$ cat src/rtl/apb_mem_slave.sv
// apb_mem_slave: parametrised APB memory target with byte strobes,
// programmable wait states, out-of-range error response and transfer abort.
// Optional feature macro: APB_MEM_RO_EN (words 0..RO_WORDS-1 become read-only).
module apb_mem_slave #(
  parameter int DATA_WIDTH  = 32,
  parameter int MEM_DEPTH   = 16,
  parameter int ADDR_WIDTH  = 8,
  parameter int WAIT_STATES = 0,
  parameter int RO_WORDS    = 4
) (
  input  logic                    pclk_i,
  input  logic                    prst_i,
  input  logic                    psel_i,
  input  logic                    penable_i,
  input  logic                    pwrite_i,
  input  logic [ADDR_WIDTH-1:0]   paddr_i,
  input  logic [DATA_WIDTH-1:0]   pwdata_i,
  input  logic [DATA_WIDTH/8-1:0] pstrb_i,
  output logic [DATA_WIDTH-1:0]   prdata_o,
  output logic                    pready_o,
  output logic                    pslverr_o
);

  localparam int STRB_W = DATA_WIDTH / 8;
  localparam int IDX_W  = $clog2(MEM_DEPTH);
  localparam logic [3:0] WAIT_INIT = 4'(WAIT_STATES);

`ifdef APB_MEM_RO_EN
  localparam logic RO_EN = 1'b1;
`else
  localparam logic RO_EN = 1'b0;
`endif

  typedef enum logic {IDLE = 1'b0, ACCESS = 1'b1} state_t;

  state_t                  state_r;
  logic [3:0]              cnt_r;
  logic [IDX_W-1:0]        idx_r;
  logic                    write_r;
  logic                    err_r;
  logic [DATA_WIDTH-1:0]   wdata_r;
  logic [STRB_W-1:0]       strb_r;
  logic [DATA_WIDTH-1:0]   mem_r [MEM_DEPTH];

  logic                    in_range_s;
  logic                    ro_hit_s;
  logic                    setup_s;
  logic                    pready_s;
  logic                    complete_s;
  logic [IDX_W-1:0]        rd_idx_s;

  // Address decode happens on the live bus only at the setup edge; the
  // resulting error flag and index are captured for the whole access.
  assign in_range_s = (int'(paddr_i) < MEM_DEPTH);
  assign ro_hit_s   = RO_EN & pwrite_i & (int'(paddr_i) < RO_WORDS);
  assign rd_idx_s   = paddr_i[IDX_W-1:0];
  assign setup_s    = (state_r == IDLE) & psel_i & ~penable_i;

  // pready is decoded from registered state only, so it cannot glitch on bus inputs.
  assign pready_s   = (state_r == ACCESS) & (cnt_r == 4'd0);
  assign complete_s = pready_s & psel_i & penable_i;

  assign pready_o   = pready_s;
  assign pslverr_o  = pready_s & err_r;

  // Transfer FSM: captures the request at setup, counts wait states, handles abort.
  always_ff @(posedge pclk_i or posedge prst_i) begin
    if (prst_i) begin
      state_r  <= IDLE;
      cnt_r    <= 4'd0;
      idx_r    <= '0;
      write_r  <= 1'b0;
      err_r    <= 1'b0;
      wdata_r  <= '0;
      strb_r   <= '0;
      prdata_o <= '0;
    end else begin
      case (state_r)
        IDLE: begin
          if (setup_s) begin
            state_r <= ACCESS;
            cnt_r   <= WAIT_INIT;
            idx_r   <= rd_idx_s;
            write_r <= pwrite_i;
            err_r   <= ~in_range_s | ro_hit_s;
            wdata_r <= pwdata_i;
            strb_r  <= pstrb_i;
            if (!pwrite_i) begin
              prdata_o <= in_range_s ? mem_r[rd_idx_s] : '0;
            end
          end
        end
        ACCESS: begin
          if (!psel_i) begin
            state_r <= IDLE;
          end else if (cnt_r != 4'd0) begin
            cnt_r <= cnt_r - 4'd1;
          end else if (penable_i) begin
            state_r <= IDLE;
          end
        end
        default: begin
          state_r <= IDLE;
        end
      endcase
    end
  end

  // Memory array: cleared on reset, byte-lane write on a completed error-free write.
  always_ff @(posedge pclk_i or posedge prst_i) begin
    if (prst_i) begin
      for (int i = 0; i < MEM_DEPTH; i++) begin
        mem_r[i] <= '0;
      end
    end else if (complete_s && write_r && !err_r) begin
      for (int b = 0; b < STRB_W; b++) begin
        if (strb_r[b]) begin
          mem_r[idx_r][8*b +: 8] <= wdata_r[8*b +: 8];
        end
      end
    end
  end

endmodule

$ cat config.mk
export PLATFORM = sky130hd
export DESIGN_NAME = apb_mem_slave
export DESIGN_NICKNAME = d
export VERILOG_FILES = /design/src/rtl/apb_mem_slave.sv
export SDC_FILE = /design/constraint.sdc
export NUM_CORES = 1
export LEC_CHECK = 0
export BUFFER_PORTS_ARGS = -buffer_cell sky130_fd_sc_hd__buf_2
export CAP_MARGIN = 20
export CORE_ASPECT_RATIO = 0.8
export CORE_MARGIN = 1
export CORE_UTILIZATION = 25
export CTS_BUF_LIST = sky130_fd_sc_hd__clkbuf_4 sky130_fd_sc_hd__clkbuf_8 sky130_fd_sc_hd__clkbuf_16
export DETAILED_ROUTE_END_ITERATION = 16
export PLACE_DENSITY = 0.4
export REMOVE_ABC_BUFFERS = 1
export SYNTH_ARGS = -nofsm -noshare
export SYNTH_HDL_FRONTEND = slang
export SYNTH_SLANG_ARGS = --single-unit
$ cat constraint.sdc
create_clock -name pclk_i -period 55.9 [get_ports pclk_i]
set_clock_uncertainty 0.05 [all_clocks]
set_input_delay 11.18 -clock pclk_i [delete_from_list [all_inputs] [get_ports pclk_i]]
set_output_delay 11.18 -clock pclk_i [all_outputs]
set_load 0.1 [all_outputs]
==> run summary, run 1 <==
initial antenna violation count = 5
final hold violations = 0
Die X = 363 um
flop2flop setup slack = 52.26 ns
Netlist cell types = 38
Avg WL per Cell = 23.1 um
Syn Area/Cell = 16.1 um2
Fill cells = 10,277
Max-slew headroom = 30.8%
Post-Syn Area = 26,100 um2
largest net degree at the start of global routing = 115
first-pass GRT wire length = 109,000 um
vias in the first global route = 15,592
sequential area share after synthesis = 56.6%
clk buf depth = 3
count leader, synth = dfrtp_1
hold path startpoint = mem_r[369]
top cells by area, synth = dfrtp_1, mux2_2, mux4_2
CTS H-tree depth = 3
grt total ovfl = 0
ys async rst share = 100%
DRC = 0
reg-to-reg startpoint = cnt_r[0]
share of cells above drive strength 1 = 54.0%
RSZ-0062 raised after global routing = false
Clock Latency Late Sink = 0.61 ns
Hold EP = mem_r[369]
post-CTS sizing = 0
Cells after Synth = 1,618
P&R area growth vs syn = 16.7%
Ys Warns = 0
Row Count = 105
Max VDD drop = 0.0156 mV
setup bufs post-CTS = 0
R2R depth = 6
clock slew at reported path FFs = 0.06 ns
Max Clk Rate = 0.0730 GHz
arrival time at the worst endpoint = 14.11 ns
total number of vias = 14,435
P_leak = 14.6 nW
worst r2r dst = mem_r[157]
# clock sinks = 591
P per Cell Area = 31.7 nW/um2
worst setup path start = paddr_i[2]
Worst Hold Class = reg2reg
Placer Congestion = 0.718
CTS tree = built
synthesized flop and latch total = 591
vias per cell = 4.60
total CTS buffers = 67
Max Cap Viol = 0
Placeable Area = 103,000 um2
antenna-violating nets left = 0
crit-path max FO = 55
GRT Util Overall = 14.0%
status = finished, final reports clean
Final Non-Filler Cells = 3,141
fin nets = 1,747
top cell type's share of synthesized area = 56.6%
# IOs = 83
final WL = 72,700 um
Die Area = 106,000 um2
Initial Utilization = 25.4%
max-slew violations = 0
Placed Cells = 3,017
Synth top cells by count = dfrtp_1, mux2_2, mux4_2
Req. time, crit path = 56.31 ns
number of synthesized flops with an enable pin = 0
leading area contributor after synthesis = dfrtp_1
TNS Setup = 0 ns
final setup violation count = 0
Port Buffers = 82
crit path time final = 13.70 ns
hold depth = 1
critical path type = in2reg
HPWL after DPL = 43,400 um
1st-iter DRT viols = 752
Critical Path Sink Type = register
CTS Root Cell = clkbuf_16
Top FF cell, synth = dfrtp_1
Slew @ Worst Pin = 1.03 ns
die height = 291 um
Hold Buf Count CTS = 0
Tcrit/Tclk final = 24.5%
critical path launch point type = input port
DRT Pass-1 Iters = 5
==> critical path, stage by stage <==
cell     delay [ns]
buf_6          0.54
buf_4          0.64
buf_4          0.64
mux4_2         0.41
mux2_2         0.28
a22oi_1        0.15
o21ai_0        0.10
==> worst max path at each step <==
stage,end,slack [ns]
final,prdata_o[7],42.20
after CTS,prdata_o[2],42.20
after floorplan,cnt_r[0],28.13
after global placement,prdata_o[7],41.53
after global routing,prdata_o[3],42.08
after detailed placement,prdata_o[2],41.53
==> per-stage QoR <==
| stage | setup WS, ns | cell area (um2) | utilization (%) | hold WS, ns | power (mW) |
|---|---|---|---|---|---|
| floorplan | 28.13 | 25700 | - | 0.409 | 0.482 |
| global placement | 41.53 | 28100 | 27.3 | 0.419 | 0.510 |
| detailed placement | 41.53 | 28100 | 27.3 | 0.425 | 0.511 |
| CTS | 42.20 | 30400 | 29.5 | 0.439 | 0.985 |
| global route | 42.08 | 30500 | 29.6 | 0.449 | 1.01 |
| finish | 42.20 | 30500 | 29.6 | 0.434 | 0.966 |
==> power breakdown <==
| part | internal [mW] | switching [mW] |
|---|---|---|
| clock network | 0.283 | 0.181 |
| logic | 0.0168 | 0.0252 |
| registers | 0.436 | 0.0247 |
==> cell type report <==
class	instances	area, um2	area share (%)
multi-input combinational	929	10900	35.9
inverter	5	26.3	0.0862
timing repair buffer	103	639	2.10
clock buffer	110	2200	7.22
sequential	591	14800	48.5
antenna	1	2.50	0.00821
clock inverter	11	138	0.452
tap	1391	1740	5.71
==> kinds of logic (layout without fill, tap and decap cells) <==
logic type | count (synthesis) | after routing | synth area share (%)
compound gates | 77 | 77 | 1.86
mux | 744 | 744 | 37.4
simple gates | 107 | 107 | 2.50
buf+inv | 98 | 229 | 1.54
other cells | 0 | 1 | 0
flops | 591 | 591 | 56.6
fa+ha+maj | 1 | 1 | 0.0479
==> flip-flops by register name, indices dropped and copies added, names as in the netlist <==
| register | cells |
|---|---|
| err_r | 1 |
| idx_r | 4 |
| strb_r | 4 |
| write_r | 1 |
| wdata_r | 32 |
| mem_r | 512 |
| prdata_o | 32 |
| state_r | 1 |
| cnt_r | 4 |
==> cell usage in the layout (no fill, tap or decap), types with 3 or more instances in the layout <==
master,synthesis,layout
mux2i_1,32,32
o21ai_0,33,33
nand2_2,31,31
nand2b_1,5,4
nor2_1,9,9
dfrtp_1,591,591
inv_1,5,4
nor4b_4,4,4
mux2_2,551,551
nor3_1,6,6
clkbuf_4,0,18
clkbuf_8,0,21
a22oi_1,32,32
nand2_1,37,37
a22o_1,4,4
mux4_2,128,128
bufinv_16,0,3
clkinv_2,0,6
clkbuf_16,0,71
mux2_1,33,33
o21ai_1,3,3
buf_4,4,19
buf_2,16,79
==> metal layers <==
metal | wire length (um) | vias to the layer above | share of wire [%] | global-route usage, %
li1 | - | 6257 | - | -
met1 | 36200 | 7819 | 50 | 20.7
met2 | 31600 | 261 | 44 | 20.6
met3 | 3330 | 96 | 4.6 | 3.22
met4 | 1540 | 2 | 2.1 | 3.58
met5 | 12 | - | 0.017 | 0
Note: power is estimated with default switching activity, not from simulation.
==> run 2, diff against run 1 <==
--- a/config.mk
+++ b/config.mk
@@ -12,7 +12,7 @@
 export CORE_UTILIZATION = 25
 export CTS_BUF_LIST = sky130_fd_sc_hd__clkbuf_4 sky130_fd_sc_hd__clkbuf_8 sky130_fd_sc_hd__clkbuf_16
 export DETAILED_ROUTE_END_ITERATION = 16
-export PLACE_DENSITY = 0.4
+export PLACE_DENSITY = 0.41
 export REMOVE_ABC_BUFFERS = 1
 export SYNTH_ARGS = -nofsm -noshare
 export SYNTH_HDL_FRONTEND = slang
==> constraint.sdc (replaced) <==
create_clock -name pclk_i -period 11.5 [get_ports pclk_i]
set_clock_uncertainty 0.05 [all_clocks]
set_input_delay 2.3 -clock pclk_i [delete_from_list [all_inputs] [get_ports pclk_i]]
set_output_delay 2.3 -clock pclk_i [all_outputs]
set_load 0.1 [all_outputs]
==> run 2 against run 1 <==
  * Hold slack improved by 0.0038 ns
  * Largest power group is now sequential cells
  * Global-route usage fell by 0.43 points
  * Count of clock-buffer cells in the layout decreased by 12
  * Routed wire length decreased by 3.3%
  * Non-clock buffer count up 1
  * Via count down 0.11%
  * Critical path depth shrank 2
  * Clock power grew to 4.7 times the previous value
  * Setup slack got worse by 35 ns
  * Die area is the same
  * Flip-flop and latch count unchanged
  * First-iteration DRC count down 17%
==> run summary, run 2 (synthesis gave the netlist of run 1 again) <==
most common cell after layout, fill and taps aside = dfrtp_1 (unchanged)
post-CTS sizing = 0 (unchanged)
Die X = 363 um (unchanged)
final setup violation count = 0 (unchanged)
antenna-violating nets left = 0 (unchanged)
largest net degree at the start of global routing = 85 (was 115)
Req. time, crit path = 11.93 ns (was 56.31 ns)
Hold Buf Count CTS = 0 (unchanged)
# clock sinks = 591 (unchanged)
Clock Latency Late Sink = 0.61 ns (about the same)
Placeable Area = 103,000 um2 (unchanged)
Tcrit/Tclk final = 40.6%
final hold violations = 0 (unchanged)
Largest register FFs = 512 (unchanged)
TNS Setup = 0 ns (unchanged)
vias in the first global route = 15,607 (was 15,592)
met2 wire length = 31,600 um (about the same)
Net Switching = 1.11 mW (was 0.231 mW)
Initial Utilization = 25.4% (unchanged)
total CTS buffers = 66 (was 67)
setup slack at placement = 5.86 ns (was 41.53 ns)
initial antenna violation count = 2 (was 5)
internal power = 3.51 mW (was 0.735 mW)
Port Buffers = 82 (unchanged)
Max Cap Viol = 0 (unchanged)
fin nets = 1,747 (unchanged)
wl on met1 = 35,300 um (was 36,200 um)
die height = 291 um (unchanged)
CTS H-tree depth = 3 (unchanged)
metal3 WL = 2010 um (was 3330 um)
Reg power frac = 48.5% (was 47.6%)
GRT Util Overall = 13.6% (was 14.0%)
DRT Pass-1 Iters = 4 (was 5)
Max VDD drop = 0.0935 mV (was 0.0156 mV)
Max Clk Rate = 0.214 GHz
Placer Congestion = 0.710 (was 0.718)
critical path type = in2reg (unchanged)
Clk pwr share = 47.0% (was 48.0%)
Row Count = 105 (unchanged)
total number of vias = 14,419 (was 14,435)
most frequent cells in the layout = dfrtp_1, mux2_2, mux4_2, buf_2, clkbuf_16 (unchanged)
P per Cell Area = 152 nW/um2 (was 31.7 nW/um2)
PnR worst setup slack = 6.83 ns (was 42.20 ns)
clk buf depth = 3 (unchanged)
share of cells above drive strength 1 = 53.9% (was 54.0%)
clock slew at reported path FFs = 0.06 ns (about the same)
Worst Hold Class = reg2reg (unchanged)
Logic pwr share = 4.5% (was 4.3%)
R2R depth = 6 (unchanged)
CTS Root Cell = clkbuf_16 (unchanged)
status = finished, final reports clean (unchanged)
Avg WL per Cell = 22.4 um (was 23.1 um)
RSZ-0062 raised after global routing = false (unchanged)
largest registers = mem_r (512), prdata_o (32), wdata_r (32) (unchanged)
vias per cell = 4.60 (about the same)
Die Area = 106,000 um2 (unchanged)
first-pass GRT wire length = 107,000 um (was 109,000 um)
P_leak = 14.5 nW (was 14.6 nW)
register with the most flip-flops = mem_r (unchanged)
worst r2r dst = mem_r[120] (was mem_r[157])
1st-iter DRT viols = 624 (was 752)
Critical Path Sink Type = register (unchanged)
# IOs = 83 (unchanged)
crit path time final = 4.67 ns
HPWL after DPL = 43,000 um (was 43,400 um)
arrival time at the worst endpoint = 5.10 ns (was 14.11 ns)
critical path launch point type = input port (unchanged)
Slew @ Worst Pin = 1.19 ns (was 1.03 ns)
reg-to-reg startpoint = cnt_r[1] (was cnt_r[0])
total power = 4.62 mW (was 0.966 mW)
Hold EP = mem_r[20] (was mem_r[369])
crit-path max FO = 15 (was 55)
top sig layer = met4 (was met5)
Max-slew headroom = 20.2% (was 30.8%)
P&R area growth vs syn = 16.4% (was 16.7%)
final WL = 70,300 um (was 72,700 um)
hold path startpoint = mem_r[20] (was mem_r[369])
Net Sw Frac = 24.1% (was 23.9%)
flop2flop setup slack = 7.80 ns (was 52.26 ns)
grt total ovfl = 0 (unchanged)
setup bufs post-CTS = 0 (unchanged)
max-slew violations = 0 (unchanged)
hold depth = 1 (unchanged)
CTS tree = built (unchanged)
DRC = 0 (unchanged)
[run 2: cell types whose count changed in the layout (fill, tap and decap cells not counted), moves of 2 or more]
cell | previous run | this run
buf_4 | 19 | 16
clkbuf_4 | 18 | 12
inv_6 | 2 | 0
clkinv_2 | 6 | 14
clkbuf_8 | 21 | 13
clkbuf_16 | 71 | 73
[run 2: metal layers]
metal	up-vias	GRT usage [%]
met3	83	2.22
met1	7891	20.1
met4	0	3.55
met5	-	0
li1	6249	-
met2	196	20.5
[run 2: how the worst max path moves through the flow]
stage,depth (start not counted),startpoint,slack [ns],end
floorplan,1,prst_i,-7.39,cnt_r[0]
global placement,6,psel_i,5.90,prdata_o[8]
detailed placement,6,psel_i,5.86,prdata_o[8]
CTS,6,psel_i,6.50,prdata_o[21]
global route,5,cnt_r[0],6.70,pslverr_o
finish,5,penable_i,6.83,mem_r[120]
[run 2: power by group through the flow]
| stage | Combinational [mW] | Clock, mW | Sequential [mW] |
|---|---|---|---|
| detailed placement | 0.211 | 0 | 2.28 |
| global placement | 0.208 | 0 | 2.27 |
| global route | 0.230 | 2.33 | 2.26 |
| floorplan | 0.121 | 0 | 2.22 |
| finish | 0.209 | 2.17 | 2.24 |
| CTS | 0.212 | 2.26 | 2.24 |
[run 2: area by class of cell]
cell class | count | area [um2]
inverter | 5 | 26.3
sequential | 591 | 14800
clock inverter | 17 | 138
tap | 1391 | 1740
multi-input combinational | 929 | 10900
clock buffer | 98 | 2100
fill | 10262 | 72600
timing repair buffer | 104 | 674
antenna | 1 | 2.50
[run 2: per-stage QoR]
step	hold slack (ns)	cells	util (%)	instance area [um2]
after floorplan	0.409	1525	-	25700
after global routing	0.456	3135	29.5	30400
final	0.438	3136	29.5	30400
after CTS	0.442	3129	29.4	30300
after global placement	0.418	3014	27.2	28100
after detailed placement	0.428	3014	27.2	28100
[run 2: worst max-delay path, cell delays in order]
cell	delay [ns]
buf_2	0.15
nand4_2	0.42
nor4b_4	1.06
nand2_1	0.70
mux2_2	0.46
==> run 3, diff against run 2 <==
--- a/config.mk
+++ b/config.mk
@@ -5,6 +5,7 @@
 export SDC_FILE = /design/constraint.sdc
 export NUM_CORES = 1
 export LEC_CHECK = 0
+export ABC_AREA = 1
 export BUFFER_PORTS_ARGS = -buffer_cell sky130_fd_sc_hd__buf_2
 export CAP_MARGIN = 20
 export CORE_ASPECT_RATIO = 0.8
==> constraint.sdc (replaced) <==
create_clock -name pclk_i -period 4.2 [get_ports pclk_i]
set_clock_uncertainty 0.05 [all_clocks]
set_input_delay 0.84 -clock pclk_i [delete_from_list [all_inputs] [get_ports pclk_i]]
set_output_delay 0.84 -clock pclk_i [all_outputs]
set_load 0.1 [all_outputs]
==> run 3 against run 2 <==
  * Register-to-register slack got worse by 6.4 ns
  * Highest routed layer unchanged
  * Combinational power rose to 8.6 times the previous value
  * Die area grew 8.3%
  * Setup slack worse by 5.7 ns
  * Sequential power grew to 2.7 times the previous value
  * Power rose to 3.0 times the previous value
  * Core utilization is 0.84 points lower
  * First-iteration DRC count rose by 150%
==> run summary, run 3 <==
1st-iter DRT viols = 1,551 (was 624)
CTS H-tree depth = 3 (unchanged)
Port Buffers = 82 (unchanged)
share of cells above drive strength 1 = 9.74% (was 53.9%)
status = finished, final reports clean (unchanged)
Ys Warns = 0 (unchanged)
die height = 303 um (was 291 um)
Critical Path Sink Type = output port (was register)
P_leak = 15.4 nW (was 14.5 nW)
Placeable Area = 112,000 um2 (was 103,000 um2)
CTS tree = built (unchanged)
vias per cell = 4.34 (was 4.60)
Netlist cell types = 25 (was 38)
Req. time, crit path = 3.31 ns (was 11.93 ns)
GRT Util Overall = 15.9% (was 13.6%)
Top FF cell, synth = dfrtp_1 (unchanged)
Cells after Synth = 3,633 (was 1,618)
Syn Area/Cell = 7.79 um2 (was 16.1 um2)
grt total ovfl = 0 (unchanged)
critical path type = reg2out (was in2reg)
Die X = 378 um (was 363 um)
Placer Congestion = 0.723 (was 0.710)
leading area contributor after synthesis = dfrtp_1 (unchanged)
register area = 14,800 um2 (unchanged)
most common cell after layout, fill and taps aside = nand2_1 (was dfrtp_1)
Die Area = 115,000 um2 (was 106,000 um2)
top cell type's share of synthesized area = 52.3% (was 56.6%)
PnR worst setup slack = 1.10 ns (was 6.83 ns)
most frequent cells in the layout = nand2_1, dfrtp_1, inv_1, nand3_1, o21ai_1 (was dfrtp_1, mux2_2, mux4_2, buf_2, clkbuf_16)
# IOs = 83 (unchanged)
Row Count = 110 (was 105)
final core occ = 28.7% (was 29.5%)
crit-path max FO = 3 (was 15)
Slew @ Worst Pin = 1.05 ns (was 1.19 ns)
final hold violations = 0 (unchanged)
total CTS buffers = 68 (was 66)
Max Cap Viol = 0 (unchanged)
Tcrit/Tclk final = 73.7%
total number of vias = 22,362 (was 14,419)
reg-to-reg startpoint = cnt_r[0] (was cnt_r[1])
max-slew violations = 0 (unchanged)
Largest register FFs = 512 (unchanged)
synthesized flop and latch total = 591 (unchanged)
Synth top cells by count = nand2_1, dfrtp_1, inv_1 (was dfrtp_1, mux2_2, mux4_2)
P per Cell Area = 435 nW/um2 (was 152 nW/um2)
total power = 14.0 mW (was 4.62 mW)
arrival time at the worst endpoint = 2.21 ns (was 5.10 ns)
setup slack at placement = 1.14 ns (was 5.86 ns)
final WL = 89,000 um (was 70,300 um)
DRC = 0 (unchanged)
setup bufs post-CTS = 0 (unchanged)
Initial Utilization = 25.2% (was 25.4%)
final setup violation count = 0 (unchanged)
Worst Hold Class = in2async (was reg2reg)
Fill cells = 12,250 (was 10,262)
TNS Setup = 0 ns (unchanged)
critical path launch point type = register (was input port)
register with the most flip-flops = mem_r (unchanged)
crit path time final = 3.10 ns
antenna-violating nets left = 0 (unchanged)
top cells by area, synth = dfrtp_1, nand2_1, nand3_1 (was dfrtp_1, mux2_2, mux4_2)
Post-Syn Area = 28,300 um2 (was 26,100 um2)
Max Clk Rate = 0.323 GHz
# clock sinks = 591 (unchanged)
number of synthesized flops with an enable pin = 0 (unchanged)
worst setup path start = cnt_r[0] (was penable_i)
DRT Pass-1 Iters = 5 (was 4)
largest registers = mem_r (512), prdata_o (32), wdata_r (32) (unchanged)
first-pass GRT wire length = 139,000 um (was 107,000 um)
CTS Root Cell = clkbuf_16 (unchanged)
WHS = 0.239 ns (was 0.438 ns)
sequential area share after synthesis = 52.3% (was 56.6%)
initial antenna violation count = 1 (was 2)
clock slew at reported path FFs = 0.06 ns (about the same)
R2R depth = 8 (was 6)
post-CTS sizing = 0 (unchanged)
largest net degree at the start of global routing = 121 (was 85)
HPWL after DPL = 52,500 um (was 43,000 um)
fin nets = 3,645 (was 1,747)
Max-slew headroom = 29.7% (was 20.2%)
clk buf depth = 3 (unchanged)
count leader, synth = nand2_1 (was dfrtp_1)
Multi-input gate area = 10,700 um2 (was 10,900 um2)
RSZ-0062 raised after global routing = false (unchanged)
Avg WL per Cell = 17.3 um (was 22.4 um)
ys async rst share = 100% (unchanged)
vias in the first global route = 21,604 (was 15,607)
Max VDD drop = 0.216 mV (was 0.0935 mV)
P&R area growth vs syn = 13.8% (was 16.4%)
Hold Buf Count CTS = 0 (unchanged)
Clock Latency Late Sink = 0.64 ns (was 0.61 ns)
[run 3: changes by cell type in the layout (fill, tap and decap cells not counted), moves of 32 or more]
cell,delta
a22oi_1,-32
inv_1,+426
mux2_1,-33
mux2_2,-551
mux2i_1,-32
mux4_2,-128
nand2_1,+1327
nand3_1,+386
o21ai_0,+200
o21ai_1,+268
o21ai_2,+53
[run 3: kinds of logic after synthesis]
group / share of synthesized area [%]
AO/OA/AOI/OAI: 10.6
adder cells (fa/ha/maj): 0.0442
buffers and inverters: 9.97
flip-flops: 52.3
AND/OR/NAND/NOR: 27.2
[run 3: power by group]
part / switching [mW] / internal (mW) / total, mW
Combinational: 1.47 / 0.322 / 1.79
Clock: 2.50 / 3.73 / 6.23
Sequential: 0.0971 / 5.91 / 6.01
[run 3: worst paths after layout]
check	to	slack [ns]
min in group pclk_i	wdata_r[28]	0.36
min	prdata_o[20]	0.24
max in group asynchronous	mem_r[218]	2.72
min reg2reg	prdata_o[3]	0.42
max	pslverr_o	1.10
max reg2reg	mem_r[42]	1.38
[run 3: cell type report]
cell class / instances / share of cell area, %
Sequential cell: 591 / 45.9
Tap cell: 1512 / 5.87
Multi-Input combinational cell: 2383 / 33.2
Timing Repair Buffer: 113 / 2.64
Inverter: 438 / 5.17
Clock buffer: 102 / 6.59
Antenna cell: 1 / 0.00777
Clock inverter: 18 / 0.602
[run 3: per-layer routing]
| layer | track usage (%) | part of all wire (%) | up-vias |
|---|---|---|---|
| li1 | - | - | 11287 |
| met1 | 24.2 | 53 | 10638 |
| met2 | 23.4 | 42 | 336 |
| met3 | 2.31 | 3.4 | 101 |
| met4 | 3.61 | 1.8 | 0 |
| met5 | 0 | 0 | - |
[run 3: critical path, stage by stage, from the launching register on]
cell and delay [ns]:
dfrtp_1 0.40, inv_1 0.09, ha_1 0.15, inv_1 0.08, nor3_4 0.20, nand2_1 0.13, nor2_1 0.10, buf_2 0.43
[run 3: stage by stage]
step           area (um2)  cells
4_1_cts             32200   5157
3_3_place_gp        29900   5037
3_5_place_dp        29900   5037
2_1_floorplan       27100   3412
6_report            32200   5158
5_1_grt             32200   5157
